<file path="src/rtl/seq_detect_fsm.sv">
// Serial pattern detector with KMP-style fallback, optional overlapping
// detection, and a saturating match counter that can be cleared.
//
// The state is the number of pattern bits currently matched.
// Both transition tables are built from the parameters during elaboration.
module seq_detect_fsm #(
    parameter int                 PAT_LEN = 4,
    parameter logic [PAT_LEN-1:0] PATTERN = 4'b1011,
    parameter bit                 OVERLAP = 1'b1,
    parameter int                 CNT_W   = 8
) (
    input  logic                       clk,
    input  logic                       reset,
    input  logic                       en,
    input  logic                       x1,
    input  logic                       clear_cnt,
    output logic                       match,
    output logic [$clog2(PAT_LEN)-1:0] state_idx,
    output logic [CNT_W-1:0]           match_cnt,
    output logic                       cnt_sat
);

    localparam int SW      = $clog2(PAT_LEN);
    localparam int PAT_INT = int'(PATTERN);

    // The number of states depends on PAT_LEN, so a fixed enum cannot list them.
    // A state is therefore just its match length.
    typedef logic [SW-1:0] state_t;

    localparam state_t     LAST_S  = SW'(PAT_LEN - 1);
    localparam state_t     ZERO_S  = '0;
    localparam logic       FINAL_B = PATTERN[0];
    localparam logic [CNT_W-1:0] CNT_MAX = '1;

    // Return pattern bit i, counted from the first bit expected (PATTERN MSB).
    function automatic int pbit(input int i);
        return (PAT_INT >> (PAT_LEN - 1 - i)) & 1;
    endfunction

    // Return the length of the longest pattern prefix (shorter than PAT_LEN)
    // that ends the received string. That string is the first k pattern bits
    // followed by the new bit b. Match lengths are tried from longest to
    // shortest, so the first hit is the largest one.
    // With k = PAT_LEN-1 and the final pattern bit, this gives the border
    // of the full pattern.
    function automatic int next_state_of(input int k, input int b);
        int res;
        int sidx;
        int sb;
        bit ok;
        res = 0;
        for (int j = PAT_LEN - 1; j >= 1; j--) begin
            if (j <= k + 1 && res == 0) begin
                ok = 1'b1;
                for (int i = 0; i < PAT_LEN; i++) begin
                    if (i < j) begin
                        sidx = k + 1 - j + i;
                        sb   = (sidx == k) ? b : pbit(sidx);
                        if (sb != pbit(i)) ok = 1'b0;
                    end
                end
                if (ok) res = j;
            end
        end
        return res;
    endfunction

    localparam int     BORDER   = next_state_of(PAT_LEN - 1, int'(FINAL_B));
    localparam state_t BORDER_S = SW'(BORDER);

    state_t tab_zero [PAT_LEN];
    state_t tab_one  [PAT_LEN];

    for (genvar k = 0; k < PAT_LEN; k++) begin : g_tab
        localparam int N0 = next_state_of(k, 0);
        localparam int N1 = next_state_of(k, 1);
        assign tab_zero[k] = SW'(N0);
        assign tab_one[k]  = SW'(N1);
    end

    state_t           state_q;
    state_t           state_next;
    logic             hit_next;
    logic [CNT_W-1:0] cnt_next;

    assign state_idx = state_q;

    // Next-state, completion detection and counter update.
    always_comb begin
        // NOTE: every output of this block gets a default first, so no path
        // leaves one unassigned and no latch is inferred.
        state_next = state_q;
        hit_next   = 1'b0;
        cnt_next   = match_cnt;
        if (en) begin
            if (state_q == LAST_S && x1 == FINAL_B) begin
                hit_next   = 1'b1;
                state_next = OVERLAP ? BORDER_S : ZERO_S;
            end else begin
                state_next = x1 ? tab_one[state_q] : tab_zero[state_q];
            end
        end
        if (clear_cnt) begin
            cnt_next = '0;
        end else if (hit_next && match_cnt != CNT_MAX) begin
            cnt_next = match_cnt + 1'b1;
        end
    end

    // State register and registered outputs; synchronous reset has top priority.
    always_ff @(posedge clk) begin
        // NOTE: non-blocking assignments make every register sample the values
        // from before the edge, independent of statement order.
        if (reset) begin
            state_q   <= ZERO_S;
            match     <= 1'b0;
            match_cnt <= '0;
            cnt_sat   <= 1'b0;
        end else begin
            state_q   <= state_next;
            match     <= hit_next;
            match_cnt <= cnt_next;
            cnt_sat   <= (cnt_next == CNT_MAX);
        end
    end

endmodule
</file>
<file path="config.mk">
export PLATFORM = sky130hd
export DESIGN_NAME = seq_detect_fsm
export DESIGN_NICKNAME = d
export VERILOG_FILES = /design/src/rtl/seq_detect_fsm.sv
export SDC_FILE = /design/constraint.sdc
export NUM_CORES = 1
export LEC_CHECK = 0
export CORE_UTILIZATION = 46
export DETAILED_ROUTE_END_ITERATION = 8
export PLACE_DENSITY = 0.77
export SYNTH_ARGS = -nofsm -noshare
export SYNTH_HDL_FRONTEND = slang
export SYNTH_SLANG_ARGS = --single-unit
</file>
<file path="constraint.sdc">
create_clock -name clk -period 4.72 [get_ports clk]
set_input_delay 0.472 -clock clk [delete_from_list [all_inputs] [get_ports clk]]
set_output_delay 0.472 -clock clk [all_outputs]
set_load 0.02 [all_outputs]
</file>
==> impl_metrics.toml, run 1 <==
[outcome]
status = "completed"

[worst_setup_path]
crit_path_cell_trace = "clkdlybuf4s50_1, nand4_4, nor3_2, mux2i_1, or4b_4, nor4_2"
worstSetupPathType = "input port to flip-flop"
crit_fanout = 8
end_kind = "flip-flop"
start_kind = "input port"
r2r_end = "cnt_sat"
crit_required_ns = 4.93
reg2regPathDepth = 6
cp_slowest_stage_delay_ns = 0.56
crit_path_top_delay_cell = "clkdlybuf4s50_1"
arrival_ns = 2.31
reg2reg_slack_ns = 2.77
timing.rr.start = "match_cnt[0]"

[synthesis]
syn-cell-area_um2 = 624
ys_seq_area_frac = 0.385
syn_inst = 66
yosysWarnings = 0
avgSynthCellArea_um2 = 9.46
synth_top_area_share = 0.385
synthTopCellsByArea = "dfxtp_1, mux2i_1, nor2_1, nor3b_1, nand4_4"
ys_ff_latch = 12
synth_top_area_cell = "dfxtp_1"
syn_nets = 72
yosys.cell_types.count = 31

[power_and_ir_drop]
seq_power_share = 0.516
netSwitchingPower_uw = 44.9
p_int_uw = 154
p_per_area_nw_per_um2 = 239
p_sw_frac = 0.225
peakVddDrop_mv = 0.167
p_clk_frac = 0.429
p_leak_nw = 0.291
power_frac_comb = 0.055

[floorplanning]
die_area_um2 = 1510
initial_core_util = 0.526
pin_count = 17
core_um2 = 1190
die_h_um = 38.8
fp-row-count = 12
die_w_um = 38.8

[clock_tree]
h-tree-depth = 1
cts_buffers = 3
cts_resized = 0
insertion_delay_ns = 0.29
tritoncts = "yes"
cts_hold_buf = 0
clkTransAtPathRegs_ns = 0.08
clockBufferDepth = 2
post-cts-setup-buffers = 0
cts.sinks = 12
root_buffer = "clkbuf_4"

[sta]
slew_violations = 0
rsz0062_at_grt = "false"
slew-limit-headroom = 0.750
fin_crit_sh = 0.445
finalCriticalPeriod_ns = 2.10
fin_skew_ns = 0.0106
hold_viol = 0
fmax_ghz = 0.476
timing.setup.tns_ns = 0
whs_ns = 0.568
tightestPinTransition_ns = 0.366
setup_viol = 0

[final_layout]
n_antenna_cell = 0
drive_gt1_frac = 0.141
final-instance-count-excl-fill = 99
design_area_um2 = 835
layout.nets = 92
fin_util = 0.704
synthToLayoutAreaGrowth_pct = 33.7

[place]
gp_congestion = 0.815
placed_cells_incl_taps = 95
io_buffers = 16
dpl.hpwl_um = 964
place_area_um2 = 798

[grt]
grt_max_degree = 9
overflow = 0
grt_pass1_vias = 502
antenna_found_initial = 0
grt.total_usage = 0.240
grt_pass1_wl_um = 2270

[route]
via_per_inst = 5.69
drc_errors = 0
wirelength_um = 1300
wl_per_cell_um = 13.2
vias = 563
drt_first_pass_iters = 4
ant_nets = 0
drtIter0Drc = 7

[hold_path]
whs_endpoint = "state_idx[1]"
min_from = "state_idx[1]"
hold_class = "flip-flop to flip-flop"
holdPathStages = 2

[run]
drv_cap = 0
kinds of logic (layout without fill, tap and decap cells):
family	after synthesis	count (layout)	synth area share
and+or+nand+nor	31	31	0.329
DFF	12	12	0.385
AOI/OAI and AO/OA	9	9	0.116
buffers and inverters	5	24	0.0300
xor gates and xnor gates	4	4	0.0561
muxes	4	4	0.0641
adders and majority gates	1	1	0.0200
power by group through the flow:
stage	clock (mW)	sequential [mW]	combinational, mW
after floorplan	0	0.106	0.00299
after detailed placement	0	0.105	0.0110
final	0.0855	0.103	0.0109
after global routing	0.0930	0.103	0.0120
after global placement	0	0.105	0.0108
after CTS	0.0873	0.103	0.0110
Yosys cell counts, drive strengths merged:
| master | instances |
|---|---|
| dfxtp | 12 |
| inv | 4 |
| and3 | 2 |
| or4b | 1 |
| a211oi | 2 |
| nor2b | 1 |
| nand3b | 1 |
| o21ai | 2 |
| ha | 1 |
| a21oi | 1 |
| and4 | 1 |
| nand2 | 4 |
| nor3b | 3 |
| nand2b | 1 |
| nor2 | 9 |
| nor3 | 1 |
| clkbuf | 1 |
| a31oi | 1 |
| or2 | 1 |
| nand4 | 1 |
| a2111oi | 1 |
| a21o | 1 |
| xor2 | 2 |
| o211ai | 1 |
| mux2i | 4 |
| nor4 | 2 |
| xnor2 | 2 |
| nand3 | 3 |
layer usage:
layer	GRT usage	up-vias	part of all wire
met5	0	-	0
met2	0.367	18	0.44
met4	0.155	0	0.031
met1	0.277	266	0.48
li1	-	274	-
met3	0.0867	5	0.048
state kept, by name, indices dropped and copies added, names as in the netlist:
signal,flops
cnt_sat,1
match_cnt,8
match,1
state_idx,2
final cells by class:
| class | instances | area (µm²) |
|---|---|---|
| tap | 14 | 17.5 |
| multi-input combinational | 49 | 365 |
| sequential | 12 | 240 |
| inverter | 4 | 15.0 |
| fill | 106 | 352 |
| timing repair buffer | 16 | 160 |
| clock buffer | 4 | 36.3 |
worst max-delay path by stage:
stage / startpoint / to / slack [ns] / cells after the start
2_1_floorplan: match_cnt[0] / cnt_sat / 2.74 / 6
3_3_place_gp: en / cnt_sat / 2.35 / 6
3_5_place_dp: en / cnt_sat / 2.31 / 6
4_1_cts: en / cnt_sat / 2.61 / 6
5_1_grt: en / cnt_sat / 2.56 / 6
6_report: en / cnt_sat / 2.62 / 6
worst max-delay path, delay by kind of cell:
kind                   cells  cell delay, ns
AND/OR/NAND/NOR            4            1.16
multiplexers               1            0.11
buffers and inverters      1            0.56
per-stage QoR:
step / total power [mW] / setup slack [ns]
finish: 0.199 / 2.62
global route: 0.208 / 2.56
CTS: 0.201 / 2.61
detailed placement: 0.116 / 2.31
global placement: 0.116 / 2.35
floorplan: 0.109 / 2.74
cells in the final DEF (no fill, tap or decap), drive strengths merged:
cell type      synthesis  routed
ha                     1       1
xor2                   2       2
nor3                   1       1
o21ai                  2       2
a21oi                  1       1
and3                   2       2
clkdlybuf4s50          0      16
o211ai                 1       1
nor2                   9       9
nor2b                  1       1
inv                    4       4
a21o                   1       1
nand4                  1       1
nor4                   2       2
a31oi                  1       1
nand2                  4       4
or4b                   1       1
nand3b                 1       1
xnor2                  2       2
mux2i                  4       4
and4                   1       1
nand3                  3       3
dfxtp                 12      12
nor3b                  3       3
or2                    1       1
a2111oi                1       1
nand2b                 1       1
a211oi                 2       2
clkbuf                 1       4
(Power assumes the default switching activity.)
==> run 2: changes to the inputs <==
Settings changed: CORE_UTILIZATION 46 to 41, PLACE_DENSITY 0.77 to 0.72.
Clock period 4.72 ns to 1.77 ns, I/O delays scaled along.
==> run 2 against run 1 <==
The run now ends with setup timing left. Clock-buffer cell count shrank 1. Via count rose by 7.5%. Critical path depth unchanged. Combinational power rose to 3.5 times the previous value. Setup slack worse by 2.6 ns. Sequential share of layout area decreased by 3.6 points. Highest routed layer unchanged. Non-clock buffer count up 16. Sequential power grew to 2.6 times the previous value. Die area up 12%.
==> impl_metrics.toml, run 2 (synthesized netlist as in run 1, its figures left out) <==
[outcome]
status = "complete, but fails checks"
violations = "setup timing"

[grt]
antenna_found_initial = 0
overflow = 0
grt_pass1_wl_um = 2380
grt_max_degree = 8
grt.total_usage = 0.222
grt_pass1_vias = 566

[place]
dpl.hpwl_um = 1190
io_buffers = 16
placed_cells_incl_taps = 109
gp_congestion = 0.854

[final_layout]
regMostFlops = "match_cnt"
layout.nets = 108
fin_util = 0.723
final_cell_mix = "clkdlybuf4s50_1, buf_4, nor2_1, dfxtp_1"
largest_reg_flops = 8
drive_gt1_frac = 0.327
synthToLayoutAreaGrowth_pct = 58.3
final-instance-count-excl-fill = 116
n_antenna_cell = 0

[power_and_ir_drop]
power_uw = 479
p_per_area_nw_per_um2 = 485
peakVddDrop_mv = 0.355
p_leak_nw = 0.382

[clock_tree]
cts.sinks = 12
h-tree-depth = 1
clkTransAtPathRegs_ns = 0.07
cts_buffers = 3
clockBufferDepth = 2
insertion_delay_ns = 0.27
tritoncts = "yes"
root_buffer = "clkbuf_4"

[sta]
tightestPinTransition_ns = 0.498
fin_crit_sh = 1.01
fmax_ghz = 0.561
slew-limit-headroom = 0.659
hold_viol = 0
setup_viol = 1
fin_skew_ns = 0.000468
slew_violations = 0
rsz0062_at_grt = "true"
timing.final.ws_setup_ns = -0.0113
finalCriticalPeriod_ns = 1.78

[route]
via_per_inst = 5.22
wl_per_cell_um = 13.3
drt_first_pass_iters = 4
drc_errors = 0
drtIter0Drc = 12
wirelength_um = 1550
vias = 605
ant_nets = 0

[worst_setup_path]
crit_path_cell_trace = "ha_4, and3_4, a211oi_4, xnor2_2, or4b_4, nor4_4"
end_kind = "flip-flop"
worst-path-buf-inv = 0
crit_fanout = 4
crit_path_top_delay_cell = "or4b_4"
crit_family = "simple AND/OR/NAND/NOR gates"
crit_required_ns = 1.95
cp_slowest_stage_delay_ns = 0.53
start_kind = "flip-flop"
worstSetupPathType = "flip-flop to flip-flop"
arrival_ns = 1.97

[floorplanning]
die_h_um = 41.0
fp-row-count = 13
initial_core_util = 0.457
core_um2 = 1370
die_area_um2 = 1680
die_w_um = 41.0
pin_count = 17

[run]
drv_cap = 0

[hold_path]
hold_class = "flip-flop to flip-flop"
## run 2: repair_timing
item | in CTS | in global routing
gates cloned | 0 | 0
hold buffers | 0 | 0
buffers inserted | 3 | 0
pin swaps | 2 | 1
setup endpoints to repair | 1 | 1
gates resized for setup | 2 | 1
## run 2: worst paths after layout
| check | start | to | slack (ns) | cells after the start |
|---|---|---|---|---|
| worst max-delay path | match_cnt[0] | cnt_sat | -0.01 | 6 |
| worst min-delay path | state_idx[1] | state_idx[1] | 0.59 | 2 |
| worst max register to register | match_cnt[0] | cnt_sat | -0.01 | 6 |
| worst min register to register | state_idx[1] | state_idx[1] | 0.59 | 2 |
## run 2: cell type report
| cell class | instances | area (µm²) |
|---|---|---|
| Multi-Input combinational cell | 49 | 399 |
| Fill cell | 114 | 378 |
| Timing Repair Buffer | 32 | 280 |
| Sequential cell | 12 | 249 |
| Clock buffer | 3 | 22.5 |
| Tap cell | 15 | 18.8 |
| Inverter | 4 | 15.0 |
| Clock inverter | 1 | 3.75 |
## run 2: through the flow
stage,setup slack (ns),hold WS [ns],setup TNS [ns],instance area (µm²)
after floorplan,0.0391,0.249,0,646
after global placement,-0.120,0.551,-0.157,918
after detailed placement,-0.258,0.563,-0.371,918
after CTS,-0.0452,0.596,-0.0452,983
after global routing,-0.148,0.621,-0.184,988
final,-0.0113,0.587,-0.0113,988
## run 2: per-layer routing
metal	track usage	up-vias	routed length [µm]	share of wire
li1	-	305	-	-
met1	0.255	279	703	0.45
met2	0.398	19	750	0.48
met3	0.0815	2	83	0.054
met4	0.0250	0	10	0.0065
met5	0	-	0	0
## run 2: tightest hold or removal path, delay by kind of cell, from the launching register on
family | cells | cell delay (ns)
flops | 1 | 0.35
simple gates | 1 | 0.05
compound gates | 1 | 0.14
## run 2: power breakdown
group,internal (mW),switching (mW),total [mW]
sequential,0.269,0.00282,0.271
clock,0.0816,0.0881,0.170
combinational,0.0219,0.0162,0.0380
total,0.372,0.107,0.479
==> run 3: changes to the inputs <==
Settings changed: ABC_AREA from default to 1, CELL_PAD_IN_SITES_DETAIL_PLACEMENT from default to 1, CELL_PAD_IN_SITES_GLOBAL_PLACEMENT from default to 2, CORE_MARGIN from default to 2, CORE_UTILIZATION 41 to 22, PLACE_DENSITY 0.72 to default, PLACE_DENSITY_LB_ADDON from default to 0.1.
==> run 3 against run 2 <==
The run now ends clean. Synthesized area rose by 7.4%. Setup slack better by 0.19 ns. Final cell count rose by 31%. Sequential cell count unchanged. Design area down 8.1%. Fmax grew 12%. Combinational power increased by 1%. First-iteration DRC count fell by 8.3%. Via count grew 11%. Highest routed layer unchanged.
==> impl_metrics.toml, run 3 <==
[grt]
grt_pass1_vias = 670
antenna_found_initial = 0
grt_pass1_wl_um = 3220
met1_usage = 0.182
grt-busiest-layer = "met1"
use_met2 = 0.171
grt_max_degree = 11
grt.total_usage = 0.123
overflow = 0
use_met3 = 0.0328

[worst_setup_path]
worst-path-buf-inv = 1
crit_fanout = 7
crit_path_cell_trace = "clkdlybuf4s50_1"
start_kind = "flip-flop"
end_kind = "primary output"
arrival_ns = 1.42
cp_slowest_stage_delay_ns = 0.66
worstSetupPathType = "flip-flop to primary output"
crit_family = "buffers and inverters"
crit_required_ns = 1.59
crit_path_top_delay_cell = "clkdlybuf4s50_1"

[place]
dpl.hpwl_um = 1480
placed_cells_incl_taps = 149
place_ws_ns = -0.0362
place_area_um2 = 883
io_buffers = 16
gp_congestion = 0.802

[final_layout]
design_area_um2 = 908
fin_util = 0.305
regMostFlops = "match_cnt"
final_cell_mix = "nand2_1, nor2_1, clkdlybuf4s50_1"
layout.nets = 127
n_antenna_cell = 0
nFillCells = 386
largest_reg_flops = 8
final_common_cell = "nand2_1"
synthToLayoutAreaGrowth_pct = 35.4
final-instance-count-excl-fill = 152
drive_gt1_frac = 0.134

[synthesis]
syn_nets = 105
synth_top_area_share = 0.358
syn-cell-area_um2 = 671
avgSynthCellArea_um2 = 6.77
synth_edf_count = 0
syn_inst = 99
yosys.cell_types.count = 17
yosysWarnings = 0
async_flop_share = 0
synth_top_area_cell = "dfxtp_1"
synthTopCellsByArea = "dfxtp_1, nand2_1, nand3_1, nor2_1, inv_1"
synth.most_common_cell = "nand2_1"
synth-main-ff-cell = "dfxtp_1"
ys_seq_area_frac = 0.358
synth_top_cells_by_count = "nand2_1, nor2_1, inv_1"
ys_ff_latch = 12

[clock_tree]
clkTransAtPathRegs_ns = 0.08
cts_hold_buf = 0
post-cts-setup-buffers = 0
cts.sinks = 12
cts_resized = 0
cts_buffers = 3
h-tree-depth = 1
root_buffer = "clkbuf_4"
insertion_delay_ns = 0.27
clockBufferDepth = 2
tritoncts = "yes"

[sta]
timing.final.ws_setup_ns = 0.175
finalCriticalPeriod_ns = 1.60
rsz0062_at_grt = "false"
setup_viol = 0
fin_crit_sh = 0.901
hold_viol = 0
slew-limit-headroom = 0.813
whs_ns = 0.517
fmax_ghz = 0.627
fin_skew_ns = 0.00173
slew_violations = 0
tightestPinTransition_ns = 0.280

[route]
wl_per_cell_um = 12.2
vias = 674
drc_errors = 0
drtIter0Drc = 11
wirelength_um = 1850
ant_nets = 0
drt_first_pass_iters = 4
via_per_inst = 4.43

[power_and_ir_drop]
p_per_area_nw_per_um2 = 535
peakVddDrop_mv = 0.233
p_leak_nw = 0.370

[run]
drv_cap = 0

[floorplanning]
die_h_um = 59.2
pin_count = 17
fp-row-count = 20
die_area_um2 = 3510
core_um2 = 2980
die_w_um = 59.2
initial_core_util = 0.225

[hold_path]
hold_class = "input port to flip-flop"

[outcome]
status = "completed"
-- run 3: cell types whose count changed in the layout (fill, tap and decap cells not counted), moves of 4 or more --
cell and change:
mux2i_1 -4, nor2_1 +7, buf_4 -14, nand2_1 +18, nand3_1 +10, inv_1 +10
-- run 3: logic make-up (layout without fill, tap and decap cells) --
kind of cell,Yosys count,in the layout,synth area share
AOI/OAI and AO/OA,3,3,0.0317
xor gates and xnor gates,2,2,0.0261
adders and majority gates,1,1,0.0187
buffers and inverters,15,35,0.0839
DFF,12,12,0.358
and+or+nand+nor,66,66,0.481
-- run 3: area by class of cell --
| cell class | instances | area, µm² | area share |
|---|---|---|---|
| repair buffers | 18 | 175 | 0.193 |
| inverters | 14 | 52.6 | 0.0579 |
| clock buffers | 3 | 22.5 | 0.0248 |
| well taps | 33 | 41.3 | 0.0455 |
| flip-flops and latches | 12 | 240 | 0.264 |
| multi-input cells | 72 | 377 | 0.415 |
-- run 3: metal layers --
layer / vias up / part of all wire
met1: 301 / 0.54
met2: 14 / 0.42
met3: 4 / 0.032
met4: 0 / 0.011
li1: 355 / -
met5: - / 0
-- run 3: per-stage QoR --
stage          total power, mW  setup TNS (ns)
4_1_cts                  0.494               0
5_1_grt                  0.511               0
6_report                 0.486               0
2_1_floorplan            0.298               0
3_5_place_dp             0.320         -0.0362
3_3_place_gp             0.320         -0.0512
-- run 3: worst paths after layout --
check,from,slack (ns),endpoint,cells after the start
hold / removal,clear_cnt,0.52,match_cnt[5],2
setup / recovery,match_cnt[2],0.17,match_cnt[2],1
hold reg to reg,state_idx[0],0.52,state_idx[0],2
setup reg to reg,match_cnt[0],0.18,cnt_sat,9
-- run 3: where the power goes --
group | switching [mW] | total [mW] | internal, mW
Sequential | 0.00235 | 0.275 | 0.272
Clock | 0.0942 | 0.173 | 0.0787
Combinational | 0.0205 | 0.0384 | 0.0179
